===== config.mk =====
export PLATFORM = sky130hd
export DESIGN_NAME = game_ctrl_flat
export DESIGN_NICKNAME = d
export VERILOG_FILES = /design/src/rtl/game_ctrl_if.sv /design/src/rtl/game_ctrl.sv /design/src/flat_wrapper.sv
export SDC_FILE = /design/constraint.sdc
export NUM_CORES = 1
export LEC_CHECK = 0
export ABC_AREA = 1
export CORE_MARGIN = 4
export CORE_UTILIZATION = 50
export DETAILED_ROUTE_END_ITERATION = 8
export PLACE_DENSITY_LB_ADDON = 0.08
export SLEW_MARGIN = 20
export SYNTH_ARGS = -nofsm -noshare
export SYNTH_HDL_FRONTEND = slang
export SYNTH_SLANG_ARGS = --single-unit

===== constraint.sdc =====
create_clock -name clk -period 3.8 [get_ports clk]
set_clock_uncertainty 0.1 [all_clocks]
set_input_delay 0.76 -clock clk [delete_from_list [all_inputs] [get_ports clk]]
set_output_delay 0.76 -clock clk [all_outputs]
set_load 0.01 [all_outputs]

===== src/rtl/game_ctrl_if.sv =====
// game_ctrl_if: signal bundle between game_ctrl and its surroundings.
//   master : the controller side (game_ctrl). It takes the timing, switch,
//            sprite-status and LFSR inputs, and drives the game-flow outputs.
//   slave  : the opposite side (top level / sprite fabric / testbench).
// Inputs to the controller : pixpulse, vblank, start, player_hit,
//                            enemy_broken[N_ENEMY], lfsr_in[SEED_W]
// Outputs from controller  : move, round_rst, player_rst, seed[SEED_W],
//                            score[SCORE_W], lives[$clog2(LIVES+1)],
//                            state[3], death, win, hiscore[SCORE_W]
interface game_ctrl_if #(
    parameter int N_ENEMY = 16,
    parameter int LIVES   = 3,
    parameter int SCORE_W = 8,
    parameter int SEED_W  = 2
);
    localparam int LIVES_W = $clog2(LIVES + 1);

    logic                pixpulse;
    logic                vblank;
    logic                start;
    logic                player_hit;
    logic [N_ENEMY-1:0]  enemy_broken;
    logic [SEED_W-1:0]   lfsr_in;

    logic                move;
    logic                round_rst;
    logic                player_rst;
    logic [SEED_W-1:0]   seed;
    logic [SCORE_W-1:0]  score;
    logic [LIVES_W-1:0]  lives;
    logic [2:0]          state;
    logic                death;
    logic                win;
    logic [SCORE_W-1:0]  hiscore;

    modport master (
        input  pixpulse, vblank, start, player_hit, enemy_broken, lfsr_in,
        output move, round_rst, player_rst, seed, score, lives, state,
               death, win, hiscore
    );

    modport slave (
        output pixpulse, vblank, start, player_hit, enemy_broken, lfsr_in,
        input  move, round_rst, player_rst, seed, score, lives, state,
               death, win, hiscore
    );
endinterface


===== src/rtl/game_ctrl.sv =====
// game_ctrl: game-flow controller for the VGA shooter. Handles rounds, lives,
// respawn delay, win/lose detection, per-frame move ticks and seed capture.
// Ports:
//   clk  - system clock
//   rst  - asynchronous, active-high reset
//   bus  - game_ctrl_if.master: pixpulse/vblank frame timing, start switch,
//          player_hit / enemy_broken sprite status, lfsr_in; drives move,
//          round_rst, player_rst, seed, score, lives, state, death, win,
//          hiscore.
// Optional feature: define GAME_CTRL_HISCORE_EN to keep a best-score register
// updated on entry to OVER or WIN; otherwise hiscore is constant 0.
module game_ctrl #(
    parameter int N_ENEMY        = 16,
    parameter int WIN_COUNT      = 15,
    parameter int LIVES          = 3,
    parameter int RESPAWN_FRAMES = 60,
    parameter int SCORE_W        = 8,
    parameter int SEED_W         = 2
) (
    input  logic        clk,
    input  logic        rst,
    game_ctrl_if.master bus
);
    localparam int LIVES_W = $clog2(LIVES + 1);
    localparam int CNT_W   = $clog2(RESPAWN_FRAMES + 1);

    typedef enum logic [2:0] {
        IDLE = 3'd0,
        PLAY = 3'd1,
        HIT  = 3'd2,
        OVER = 3'd3,
        WIN  = 3'd4
    } state_t;

    state_t              state_q, state_nx;
    logic [LIVES_W-1:0]  lives_q, lives_nx;
    logic [SEED_W-1:0]   seed_q, seed_nx;
    logic [CNT_W-1:0]    cnt_q, cnt_nx;
    logic [SCORE_W-1:0]  score_q, score_nx;
    logic                round_rst_q, round_rst_nx;
    logic                player_rst_q, player_rst_nx;
    logic                move_q, death_q, win_q;
    logic                vblank_d1, hit_d1;
    logic                tick, hit_rise;
    logic [31:0]         pop;

    // vblank_d1 is only updated on pixel enables, so the rising edge is
    // seen on exactly one pixpulse per frame.
    assign tick     = bus.pixpulse & bus.vblank & ~vblank_d1;
    assign hit_rise = bus.player_hit & ~hit_d1;

    // Saturating popcount of broken enemies.
    always_comb begin
        pop = '0;
        for (int unsigned i = 0; i < N_ENEMY; i++) begin
            pop = pop + 32'(bus.enemy_broken[i]);
        end
        if (pop > 32'((2 ** SCORE_W) - 1)) begin
            score_nx = '1;
        end else begin
            score_nx = pop[SCORE_W-1:0];
        end
    end

    always_comb begin
        state_nx      = state_q;
        lives_nx      = lives_q;
        seed_nx       = seed_q;
        cnt_nx        = cnt_q;
        round_rst_nx  = 1'b0;
        player_rst_nx = 1'b0;
        case (state_q)
            IDLE: begin
                if (bus.start) begin
                    seed_nx      = bus.lfsr_in;
                    lives_nx     = LIVES_W'(LIVES);
                    round_rst_nx = 1'b1;
                    state_nx     = PLAY;
                end
            end
            PLAY: begin
                // Win is checked first so it beats a same-cycle hit.
                if (32'(score_q) >= 32'(WIN_COUNT)) begin
                    state_nx = WIN;
                end else if (hit_rise) begin
                    lives_nx = lives_q - LIVES_W'(1);
                    if (lives_q == LIVES_W'(1)) begin
                        state_nx = OVER;
                    end else begin
                        state_nx = HIT;
                        cnt_nx   = CNT_W'(RESPAWN_FRAMES);
                    end
                end
            end
            HIT: begin
                if (tick && bus.start) begin
                    if (cnt_q == CNT_W'(1)) begin
                        player_rst_nx = 1'b1;
                        state_nx      = PLAY;
                    end else begin
                        cnt_nx = cnt_q - CNT_W'(1);
                    end
                end
            end
            OVER, WIN: begin
                if (!bus.start) begin
                    state_nx = IDLE;
                end
            end
            default: state_nx = IDLE;
        endcase
    end

    always_ff @(posedge clk or posedge rst) begin
        if (rst) begin
            state_q      <= IDLE;
            lives_q      <= '0;
            seed_q       <= '0;
            cnt_q        <= '0;
            score_q      <= '0;
            round_rst_q  <= 1'b0;
            player_rst_q <= 1'b0;
            move_q       <= 1'b0;
            death_q      <= 1'b0;
            win_q        <= 1'b0;
            vblank_d1    <= 1'b0;
            hit_d1       <= 1'b0;
        end else begin
            state_q      <= state_nx;
            lives_q      <= lives_nx;
            seed_q       <= seed_nx;
            cnt_q        <= cnt_nx;
            score_q      <= score_nx;
            round_rst_q  <= round_rst_nx;
            player_rst_q <= player_rst_nx;
            move_q       <= tick & bus.start & (state_q == PLAY);
            // Flags follow the next state so they clear on the exit edge.
            death_q      <= (state_nx == OVER);
            win_q        <= (state_nx == WIN);
            hit_d1       <= bus.player_hit;
            if (bus.pixpulse) begin
                vblank_d1 <= bus.vblank;
            end
        end
    end

`ifdef GAME_CTRL_HISCORE_EN
    logic [SCORE_W-1:0] hiscore_q;
    logic               enter_end;

    assign enter_end = (state_q == PLAY) && ((state_nx == OVER) || (state_nx == WIN));

    always_ff @(posedge clk or posedge rst) begin
        if (rst) begin
            hiscore_q <= '0;
        end else if (enter_end && (score_q > hiscore_q)) begin
            hiscore_q <= score_q;
        end
    end

    assign bus.hiscore = hiscore_q;
`else
    assign bus.hiscore = '0;
`endif

    assign bus.move       = move_q;
    assign bus.round_rst  = round_rst_q;
    assign bus.player_rst = player_rst_q;
    assign bus.seed       = seed_q;
    assign bus.score      = score_q;
    assign bus.lives      = lives_q;
    assign bus.state      = state_q;
    assign bus.death      = death_q;
    assign bus.win        = win_q;
endmodule


===== src/flat_wrapper.sv =====
// flat-port wrapper written by rule: the top's interface ports become plain ports
module game_ctrl_flat 
#(
    parameter int N_ENEMY        = 16,
    parameter int WIN_COUNT      = 15,
    parameter int LIVES          = 3,
    parameter int RESPAWN_FRAMES = 60,
    parameter int SCORE_W        = 8,
    parameter int SEED_W         = 2
)
  (clk, rst, bus_pixpulse, bus_vblank, bus_start, bus_player_hit, bus_enemy_broken, bus_lfsr_in, bus_move, bus_round_rst, bus_player_rst, bus_seed, bus_score, bus_lives, bus_state, bus_death, bus_win, bus_hiscore);
  game_ctrl_if #(.N_ENEMY(N_ENEMY), .LIVES(LIVES), .SCORE_W(SCORE_W), .SEED_W(SEED_W)) bus_i ();
  input  logic clk;
  input  logic rst;
  input wire logic [$bits(bus_i.pixpulse)-1:0] bus_pixpulse;
  input wire logic [$bits(bus_i.vblank)-1:0] bus_vblank;
  input wire logic [$bits(bus_i.start)-1:0] bus_start;
  input wire logic [$bits(bus_i.player_hit)-1:0] bus_player_hit;
  input wire logic [$bits(bus_i.enemy_broken)-1:0] bus_enemy_broken;
  input wire logic [$bits(bus_i.lfsr_in)-1:0] bus_lfsr_in;
  output wire logic [$bits(bus_i.move)-1:0] bus_move;
  output wire logic [$bits(bus_i.round_rst)-1:0] bus_round_rst;
  output wire logic [$bits(bus_i.player_rst)-1:0] bus_player_rst;
  output wire logic [$bits(bus_i.seed)-1:0] bus_seed;
  output wire logic [$bits(bus_i.score)-1:0] bus_score;
  output wire logic [$bits(bus_i.lives)-1:0] bus_lives;
  output wire logic [$bits(bus_i.state)-1:0] bus_state;
  output wire logic [$bits(bus_i.death)-1:0] bus_death;
  output wire logic [$bits(bus_i.win)-1:0] bus_win;
  output wire logic [$bits(bus_i.hiscore)-1:0] bus_hiscore;
  assign bus_i.pixpulse = bus_pixpulse;
  assign bus_i.vblank = bus_vblank;
  assign bus_i.start = bus_start;
  assign bus_i.player_hit = bus_player_hit;
  assign bus_i.enemy_broken = bus_enemy_broken;
  assign bus_i.lfsr_in = bus_lfsr_in;
  assign bus_move = bus_i.move;
  assign bus_round_rst = bus_i.round_rst;
  assign bus_player_rst = bus_i.player_rst;
  assign bus_seed = bus_i.seed;
  assign bus_score = bus_i.score;
  assign bus_lives = bus_i.lives;
  assign bus_state = bus_i.state;
  assign bus_death = bus_i.death;
  assign bus_win = bus_i.win;
  assign bus_hiscore = bus_i.hiscore;
  game_ctrl #(.N_ENEMY(N_ENEMY), .WIN_COUNT(WIN_COUNT), .LIVES(LIVES), .RESPAWN_FRAMES(RESPAWN_FRAMES), .SCORE_W(SCORE_W), .SEED_W(SEED_W)) u_core (.clk(clk), .rst(rst), .bus(bus_i));
endmodule

==> metrics, run 1 <==
outcome=finished clean; count of pins on the block boundary=52; die area=4320 um2; peak supply drop=0.325 mV; Iter 0 DRT Violations=40; # DRC=0; cell area after synthesis=around 1700 um2; delay contributed by the slowest stage of the critical path=~0.51 ns; portion of the post-synthesis area used by sequential elements=between 30% and 40%; via count of the first global-routing pass=~1300; least setup slack across all paths after layout=0.0478 ns; Static Leak=between 1 and 1.5 nW; Hold/Removal Path Class=flip-flop to flip-flop; Fin Setup TNS=0 ns; wire length per cell after detailed routing=about 12 um; layout cell share with drive strength beyond 1=about 12%; chain of cells forming the critical path=buf_6, ha_4, inv_2, fa_1, fa_1, fa_1, fa_1, fa_2, inv_2, fa_2; Final Setup Violations=0; hold_ws=approximately 0.41 ns; hold buffer count at cts=0; final-stage net count=approximately 280; chip height=65.7 um; area added between synthesis and finish=28.0%; clock-pin slew on the worst setup and hold paths=roughly 0.14 ns; distinct cell type count after synthesis=25; core region area=between 3000 and 4000 um2; Final Instance Count excl. Fillers=between 200 and 300; most prevalent standard cell on the critical path=fa_1; Period Utilization, post-route=a little over nine tenths; Core Rows=20; highest achievable clock rate=267 MHz; via count=between 1000 and 1500; max capacitance violation total=0; endpoint required time on the critical path=between 3 and 4 ns; count of state elements after synthesis=25; x dimension of the die=about 66 um; Slew HR=around 38%; Least-Margin Pin Slew=0.930 ns; root cell of the clock tree=clkbuf_4; maximum root-to-sink buffer count=2; slowest CP cell=fa_1; maximum number of pins on one net before global-route repair=26; Mapped Cells=a little under 200; number of antenna violations at the first check in global routing=0; drt first pass iters=4; end-of-flow core utilization=about two thirds; count of fill cells added during filler insertion=between 200 and 300; number of hold violations in the final report=0; number of H-tree branching levels=1; Overflow after GRT=0; Placed Instances=roughly 280; sum of routed wire length over all layers=3320 um; cts bufs inserted=3; number of buffers inserted to repair setup after CTS=0; arrival time at the worst endpoint=a little under 4 ns; overall power after layout=approximately 1.4 mW; antenna-violating nets left=0; Worst-Skew Late Latency=~0.33 ns; P per Cell Area=around 640 nW/um2; clock tree from TritonCTS=yes; Total Routing Usage GR=17.0%; Setup crit end kind=flip-flop; Placed Instance Area=2100 um2; total number of yosys warnings=0; routed via count divided by cell count=4.64; post-detailed-placement half-perimeter wirelength=about 2800 um; critical path startpoint category=primary input; maximum net fanout on the critical path=2; Port Buffer Count=40; final instance area=between 2000 and 2500 um2; Mapped Avg Cell Area=8.45 um2; first-pass GRT wire length=around 5600 um; unrepaired setup endpoints after global routing=true; Post-Place Setup Slack=-0.719 ns; antenna fix cells=0; max-slew violation count=0; effective utilization at floorplan=between 50% and 60%; RD Place Congestion=0.844; clock sinks=25; critical path class=primary input to flip-flop; fin crit period=approximately 3.8 ns
registers in the layout (all words and copies together) (netlist names):
register,flops
u_core.hit_d1,1
u_core.vblank_d1,1
u_core.bus.round_rst,1
u_core.bus.win,1
u_core.bus.lives,2
u_core.bus.death,1
u_core.bus.score,5
u_core.cnt_q,6
u_core.bus.seed,2
u_core.bus.state,3
u_core.bus.move,1
u_core.bus.player_rst,1
cells in the mapped netlist (all sizes together):
cell    instances  share of area, %
nand3          19               7.1
o21ai           3              0.90
nand2          46                11
nand4           2              0.75
fa             10                12
nor2           19               5.2
xnor2           1              0.53
buf            11               5.0
a21oi           7               2.3
conb            1              0.23
nor3            1              0.30
dfrtp          25                38
inv            40               9.0
ha              8               6.0
xor2            2               1.1
nand3b          2              0.90
critical path: cells and delay by family:
family	cells	cell delay, ns
adder cells (fa/ha/maj)	7	2.91
buffers and inverters	3	0.19
path summary, 6_finish.rpt:
| kind | from | end | slack, ns | cells after the start |
|---|---|---|---|---|
| max in group asynchronous | rst | u_core.vblank_d1 | 2.22 | 2 |
| hold / removal | u_core.bus.seed[1] | u_core.bus.seed[1] | 0.41 | 2 |
| setup / recovery | bus_enemy_broken[0] | u_core.bus.score[1] | 0.05 | 10 |
| setup reg to reg | u_core.bus.lives[0] | u_core.cnt_q[4] | 2.31 | 7 |
| min in group asynchronous | rst | u_core.cnt_q[5] | 0.82 | 2 |
| hold reg to reg | u_core.bus.seed[1] | u_core.bus.seed[1] | 0.41 | 2 |
what timing repair did:
action | in CTS | in global routing
pin swaps | 10 | 6
gates resized for setup | 16 | 0
gates cloned | 0 | 0
setup endpoints to repair | 5 | 4
cell type report:
class | instances | area, um2 | share of cell area (%)
Clock buffer | 3 | 22.5 | 1.06
Clock inverter | 1 | 7.51 | 0.352
Inverter | 40 | 150 | 7.05
Multi-Input combinational cell | 131 | 866 | 40.6
Sequential cell | 25 | 626 | 29.4
Tap cell | 44 | 55.1 | 2.58
Timing Repair Buffer | 41 | 404 | 19.0
report_power, final:
part           leakage, nW  internal [mW]  switching, mW
registers            0.310          0.367         0.0822
logic                0.790          0.361          0.432
clock network       0.0139         0.0404         0.0864
cell families (layout without fill, tap and decap cells):
kind of cell	Yosys count	in the layout	synth area share [%]
buffers and inverters	51	85	14.0
AO/OA/AOI/OAI	10	10	3.23
other	1	11	0.225
flip-flops	25	25	37.6
adder cells (fa/ha/maj)	18	18	18.0
XOR/XNOR	3	3	1.58
AND/OR/NAND/NOR	89	89	25.3
per-layer routing:
metal	routed length [um]	vias up	part of all wire (%)	track usage, %
met5	0	-	0	0
met4	53	0	1.6	6.22
met3	132	5	4.0	2.39
met2	1690	31	51	30.3
met1	1440	621	43	20.6
li1	-	665	-	-
layout by cell type (no fill, tap or decap), types with 2 or more instances in the layout:
| master | netlist | final |
|---|---|---|
| fa_1 | 10 | 8 |
| nand3_1 | 16 | 15 |
| ha_1 | 8 | 7 |
| inv_1 | 35 | 33 |
| nand2_2 | 2 | 2 |
| inv_2 | 5 | 7 |
| buf_6 | 0 | 2 |
| o21ai_1 | 2 | 2 |
| nand4_1 | 2 | 2 |
| a21oi_1 | 6 | 6 |
| fa_2 | 0 | 2 |
| nand2_1 | 43 | 43 |
| nor2_1 | 15 | 15 |
| nand3b_1 | 2 | 2 |
| nand3_2 | 2 | 3 |
| clkdlybuf4s50_1 | 0 | 33 |
| dfrtp_1 | 25 | 25 |
| xor2_1 | 2 | 2 |
| dlygate4sd2_1 | 0 | 5 |
| clkbuf_4 | 0 | 3 |
| conb_1 | 1 | 11 |
| nor2_2 | 3 | 3 |
No activity file was read; power rests on OpenSTA's default activity.
==> inputs of run 2 (changes only) <==
Settings changed: CORE_UTILIZATION 50 to 42, SKIP_LAST_GASP set to 1.
Clock period 3.8 ns to 3.1 ns, I/O delays scaled along.
==> run 2 against run 1 <==
Compared with the run above:
- the run now ends with setup timing left
- via count is 1.6% lower
- wire length decreased by 6.8%
- hold slack worse by 0.019 ns
- clock-buffer cell count unchanged
- final area grew 2.5%
- die area up 17%
- global-route usage decreased by 3.9 points
- setup slack got worse by 0.61 ns
- critical path depth unchanged
- combinational power grew 26%
- core utilization down 9.8 points
- largest power group unchanged
==> metrics, run 2 (same netlist as run 1, synthesis figures left out) <==
P per Cell Area=about 800 nW/um2; Register-to-Register Setup Slack=between 1.5 and 2 ns; core region area=between 3000 and 4000 um2; slowest CP cell=fa_1; # DRC=0; most frequent standard cell in the layout excluding fill and tap cells=nand2_1; delay contributed by the slowest stage of the critical path=between 0.5 and 0.6 ns; flip-flop count of the largest register, all copies and words added=6; chain of cells forming the critical path=buf_6, ha_4, inv_2, fa_1, fa_1, fa_1, fa_1, fa_2, inv_2, fa_2; post-detailed-placement half-perimeter wirelength=2610 um; Final Setup Violations=5; Overflow after GRT=0; maximum net fanout on the critical path=2; hold buffer count at cts=0; critical path startpoint category=primary input; final-stage net count=287; Worst-Skew Late Latency=between 0.2 and 0.3 ns; peak supply drop=between 0.3 and 0.4 mV; antenna fix cells=0; final instance area=~2200 um2; x dimension of the die=about 70 um; max capacitance violation total=0; effective utilization at floorplan=44.5%; least setup slack across all paths after layout=-0.560 ns; sum of routed wire length over all layers=about 3000 um; most prevalent standard cell on the critical path=fa_1; Total Routing Usage GR=13.1%; Final Instance Count excl. Fillers=between 200 and 300; wire length per cell after detailed routing=~11 um; fin crit period=around 3.7 ns; area added between synthesis and finish=31.3%; Fin Setup TNS=-2.23 ns; arrival time at the worst endpoint=around 3.7 ns; Placed Instance Area=about 2100 um2; antenna-violating nets left=0; chip height=slightly above 70 um; outcome=finished, violations left; unrepaired setup endpoints after global routing=true; number of hold violations in the final report=0; largest reg by FF count=u_core.cnt_q; most used cells in the layout excluding fill and tap cells=nand2_1, clkdlybuf4s50_1, inv_1; cts bufs inserted=3; maximum number of pins on one net before global-route repair=26; number of H-tree branching levels=1; Core Rows=22; number of antenna violations at the first check in global routing=0; routed via count divided by cell count=~4.5; Placed Instances=~290; endpoint required time on the critical path=~3.1 ns; max-slew violation count=0; end-of-flow core utilization=between 50 and 60%; drt first pass iters=4; via count=between 1000 and 1500; hold_ws=around 0.39 ns; clock sinks=25; layout cell share with drive strength beyond 1=14.3%; highest achievable clock rate=273 MHz; Iter 0 DRT Violations=63; first-pass GRT wire length=approximately 5400 um; violated checks=setup timing; count of pins on the block boundary=52; clock-pin slew on the worst setup and hold paths=roughly 0.1 ns; Period Utilization, post-route=118%; maximum root-to-sink buffer count=2; die area=5030 um2; Static Leak=roughly 1.1 nW; Port Buffer Count=40; critical path class=primary input to flip-flop; clock tree from TritonCTS=yes; Hold/Removal Path Class=flip-flop to flip-flop; root cell of the clock tree=clkbuf_8; via count of the first global-routing pass=approximately 1300; Setup crit end kind=flip-flop; RD Place Congestion=approximately 0.78
## run 2: layout make-up
class	instances	area [um2]
fill	370	1560
multi-input combinational	131	873
sequential	25	626
timing repair buffer	44	427
inverter	40	150
tap	48	60.1
clock buffer	3	41.3
clock inverter	1	7.51
## run 2: where the power goes
part	internal (mW)	switching, mW	leakage (nW)
clock network	0.0909	0.102	0.0217
logic	0.462	0.537	0.805
registers	0.451	0.0954	0.310
total	1.00	0.734	1.14
## run 2: worst paths after layout
| path | start | to | depth (start not counted) |
|---|---|---|---|
| max | bus_enemy_broken[0] | u_core.bus.score[1] | 10 |
| min | u_core.bus.seed[1] | u_core.bus.seed[1] | 2 |
| max reg2reg | u_core.bus.lives[0] | u_core.cnt_q[3] | 7 |
| min reg2reg | u_core.bus.seed[1] | u_core.bus.seed[1] | 2 |
| max in group asynchronous | rst | u_core.cnt_q[2] | 3 |
| min in group asynchronous | rst | u_core.bus.lives[1] | 3 |
## run 2: stage by stage
step                      power (mW)  worst slack [ns]
after floorplan                 1.20            -0.659
after global placement          1.52             -1.17
after detailed placement        1.54             -1.24
after CTS                       1.74            -0.750
after global routing            1.92            -0.607
final                           1.74            -0.560
## run 2: per-layer routing
metal  up-vias  share of wire [%]  global-route usage (%)
li1        672                  -                       -
met1       595                 41                    15.5
met2        32                 53                    24.5
met3         2                4.1                   0.994
met4         0                1.2                    5.01
met5         -                  0                       0
## run 2: what timing repair did
item / 4_1_cts / 5_1_grt
resized for setup: 15 / 3
setup endpoints to repair: 5 / 5
cloned: 0 / 0
pin swaps: 9 / 6
hold endpoints to repair: 0 / 0
setup buffers: 1 / 0
## run 2: worst max-delay path: cells and delay by family
kind,cells,cell delay [ns]
fa+ha+maj,7,2.87
buf+inv,3,0.20
==> inputs of run 3 (changes only) <==
Settings changed: CORE_UTILIZATION 42 to 47, PLACE_DENSITY set to 0.81, PLACE_DENSITY_LB_ADDON 0.08 to unset.
Clock period 3.1 ns to 3.9 ns, I/O delays scaled along.
==> run 3 against run 2 <==
Compared with the run above:
- the run now ends clean
- flip-flop and latch count unchanged
- clock power shrank 36%
- non-clock buffer count decreased by 2
- core utilization grew 4.6 points
- critical path type unchanged
- setup slack improved by 0.66 ns
- final cell count decreased by 1.4%
==> metrics, run 3 (same netlist as run 1, synthesis figures left out) <==
outcome=finished clean; root cell of the clock tree=clkbuf_4; Period Utilization, post-route=a little over nine tenths; first-pass GRT wire length=between 4000 and 5000 um; RD Place Congestion=~0.85; effective utilization at floorplan=between 40% and 50%; clock sinks=25; Placed Instances=284; maximum net fanout on the critical path=2; most frequent standard cell in the layout excluding fill and tap cells=nand2_1; Hold Path Stages=2; max capacitance violation total=0; maximum root-to-sink buffer count=2; hold buffer count at cts=0; routed via count divided by cell count=4.49; number of H-tree branching levels=1; cts bufs inserted=3; max-slew violation count=0; unrepaired setup endpoints after global routing=false; # DRC=0; highest achievable clock rate=263 MHz; drt first pass iters=4; x dimension of the die=roughly 68 um; most heavily used metal layer in global routing=met2; Port Buffer Count=40; endpoint required time on the critical path=roughly 4.0 ns; Static Leak=~1.1 nW; area added between synthesis and finish=28.3%; dominant delay contributor by cell family on the critical path=adder cells; final-stage net count=approximately 290; critical path class=primary input to flip-flop; via count of the first global-routing pass=between 1000 and 1500; Slew HR=42.1%; layout cell share with drive strength beyond 1=12.0%; number of antenna violations at the first check in global routing=0; die area=approximately 4600 um2; Core Rows=21; Multi-input gate area=between 800 and 900 um2; depth of the critical timing path with buffers and inverters included=10; Worst-Skew Late Latency=between 0.3 and 0.4 ns; Final Instance Count excl. Fillers=288; flip-flop count of the largest register, all copies and words added=6; chip height=67.5 um; arrival time at the worst endpoint=3.90 ns; via count=between 1000 and 1500; number of buffers inserted to repair setup after CTS=0; sum of routed wire length over all layers=~3000 um; wire length per cell after detailed routing=around 10 um; count of pins on the block boundary=52; Least-Margin Pin Slew=~0.86 ns; Final Setup Violations=0; delay contributed by the slowest stage of the critical path=~0.51 ns; slowest CP cell=fa_1; fin crit period=between 3 and 4 ns; worst path bufs/invs=3; Overflow after GRT=0; maximum number of pins on one net before global-route repair=26; most prevalent standard cell on the critical path=fa_1; hold_ws=0.400 ns; count of fill cells added during filler insertion=just under 300; largest reg by FF count=u_core.cnt_q; antenna-violating nets left=0; depth of the worst register-to-register path=7; worst setup path startpoint=bus_enemy_broken[0]; P per Cell Area=around 620 nW/um2; Iter 0 DRT Violations=83; flip-flop and latch area=around 630 um2; number of hold violations in the final report=0; post-detailed-placement half-perimeter wirelength=about 2500 um; worst r2r src=u_core.bus.lives[0]; met2 demand-to-capacity share in global routing=about a quarter; end-of-flow core utilization=63.0%; hold path startpoint=u_core.bus.seed[0]; antenna fix cells=0; GR Util met3=under 10%; chain of cells forming the critical path=buf_6, ha_4, inv_2, fa_1, fa_1, fa_1, fa_1, fa_2, inv_2, fa_1; most used cells in the layout excluding fill and tap cells=nand2_1, clkdlybuf4s50_1, inv_1; Total Routing Usage GR=14.3%; met1 usage in global routing=~17%; core region area=approximately 3400 um2; critical path startpoint category=primary input; Setup crit end kind=flip-flop; Hold/Removal Path Class=flip-flop to flip-flop; peak supply drop=0.380 mV; clock-pin slew on the worst setup and hold paths=around 0.15 ns; clock tree from TritonCTS=yes
==> run 3: cell count changes in the layout (fill, tap and decap cells not counted), sizes merged <==
cell      previous run  this run
buf                  6         4
clkinv               0         1
clkinvlp             1         0
==> run 3: per-layer routing <==
layer | vias up | share of wire [%]
li1 | 667 | -
met1 | 596 | 41
met2 | 27 | 54
met3 | 2 | 3.6
met4 | 0 | 1.2
met5 | - | 0
==> run 3: through the flow <==
stage | instance area, um2 | setup slack [ns] | setup TNS [ns] | total power, mW
floorplan | 1700 | -0.0618 | -0.0618 | 0.941
global placement | 2090 | -0.511 | -1.99 | 1.18
detailed placement | 2090 | -0.589 | -2.37 | 1.21
CTS | 2130 | -0.00826 | -0.00826 | 1.35
global route | 2130 | 0.0345 | 0 | 1.47
finish | 2130 | 0.101 | 0 | 1.33
==> run 3: repair_timing <==
item,4_1_cts,5_1_grt
pin swaps,8,3
hold endpoints to repair,0,0
cloned,0,0
setup endpoints to repair,4,4
gates resized for setup,18,0
==> run 3: worst reg2reg max path, stage by stage, from the launching register on <==
cell,delay (ns)
dfrtp_1,0.44
ha_1,0.20
nand3b_1,0.17
nand2_1,0.09
nand2_2,0.07
nor2_4,0.17
nand3_1,0.09
nand2_1,0.07
==> run 3: final timing paths <==
path                            slack, ns                  end
max in group asynchronous            2.58      u_core.cnt_q[4]
worst max-delay path                 0.10  u_core.bus.score[1]
min in group asynchronous            0.70  u_core.bus.lives[1]
worst min-delay path                 0.40   u_core.bus.seed[0]
worst max register to register       2.42      u_core.cnt_q[1]
worst min register to register       0.40   u_core.bus.seed[0]
==> run 3: final cells by class <==
type,count,area share [%]
multi-input combinational,131,40.2
sequential,25,29.3
timing repair buffer,42,19.3
inverter,40,7.03
tap,46,2.70
clock buffer,3,1.06
clock inverter,1,0.410
==> run 3: where the power goes <==
| group | switching, mW | internal [mW] |
|---|---|---|
| registers | 0.0787 | 0.358 |
| logic | 0.413 | 0.353 |
| clock network | 0.0825 | 0.0417 |
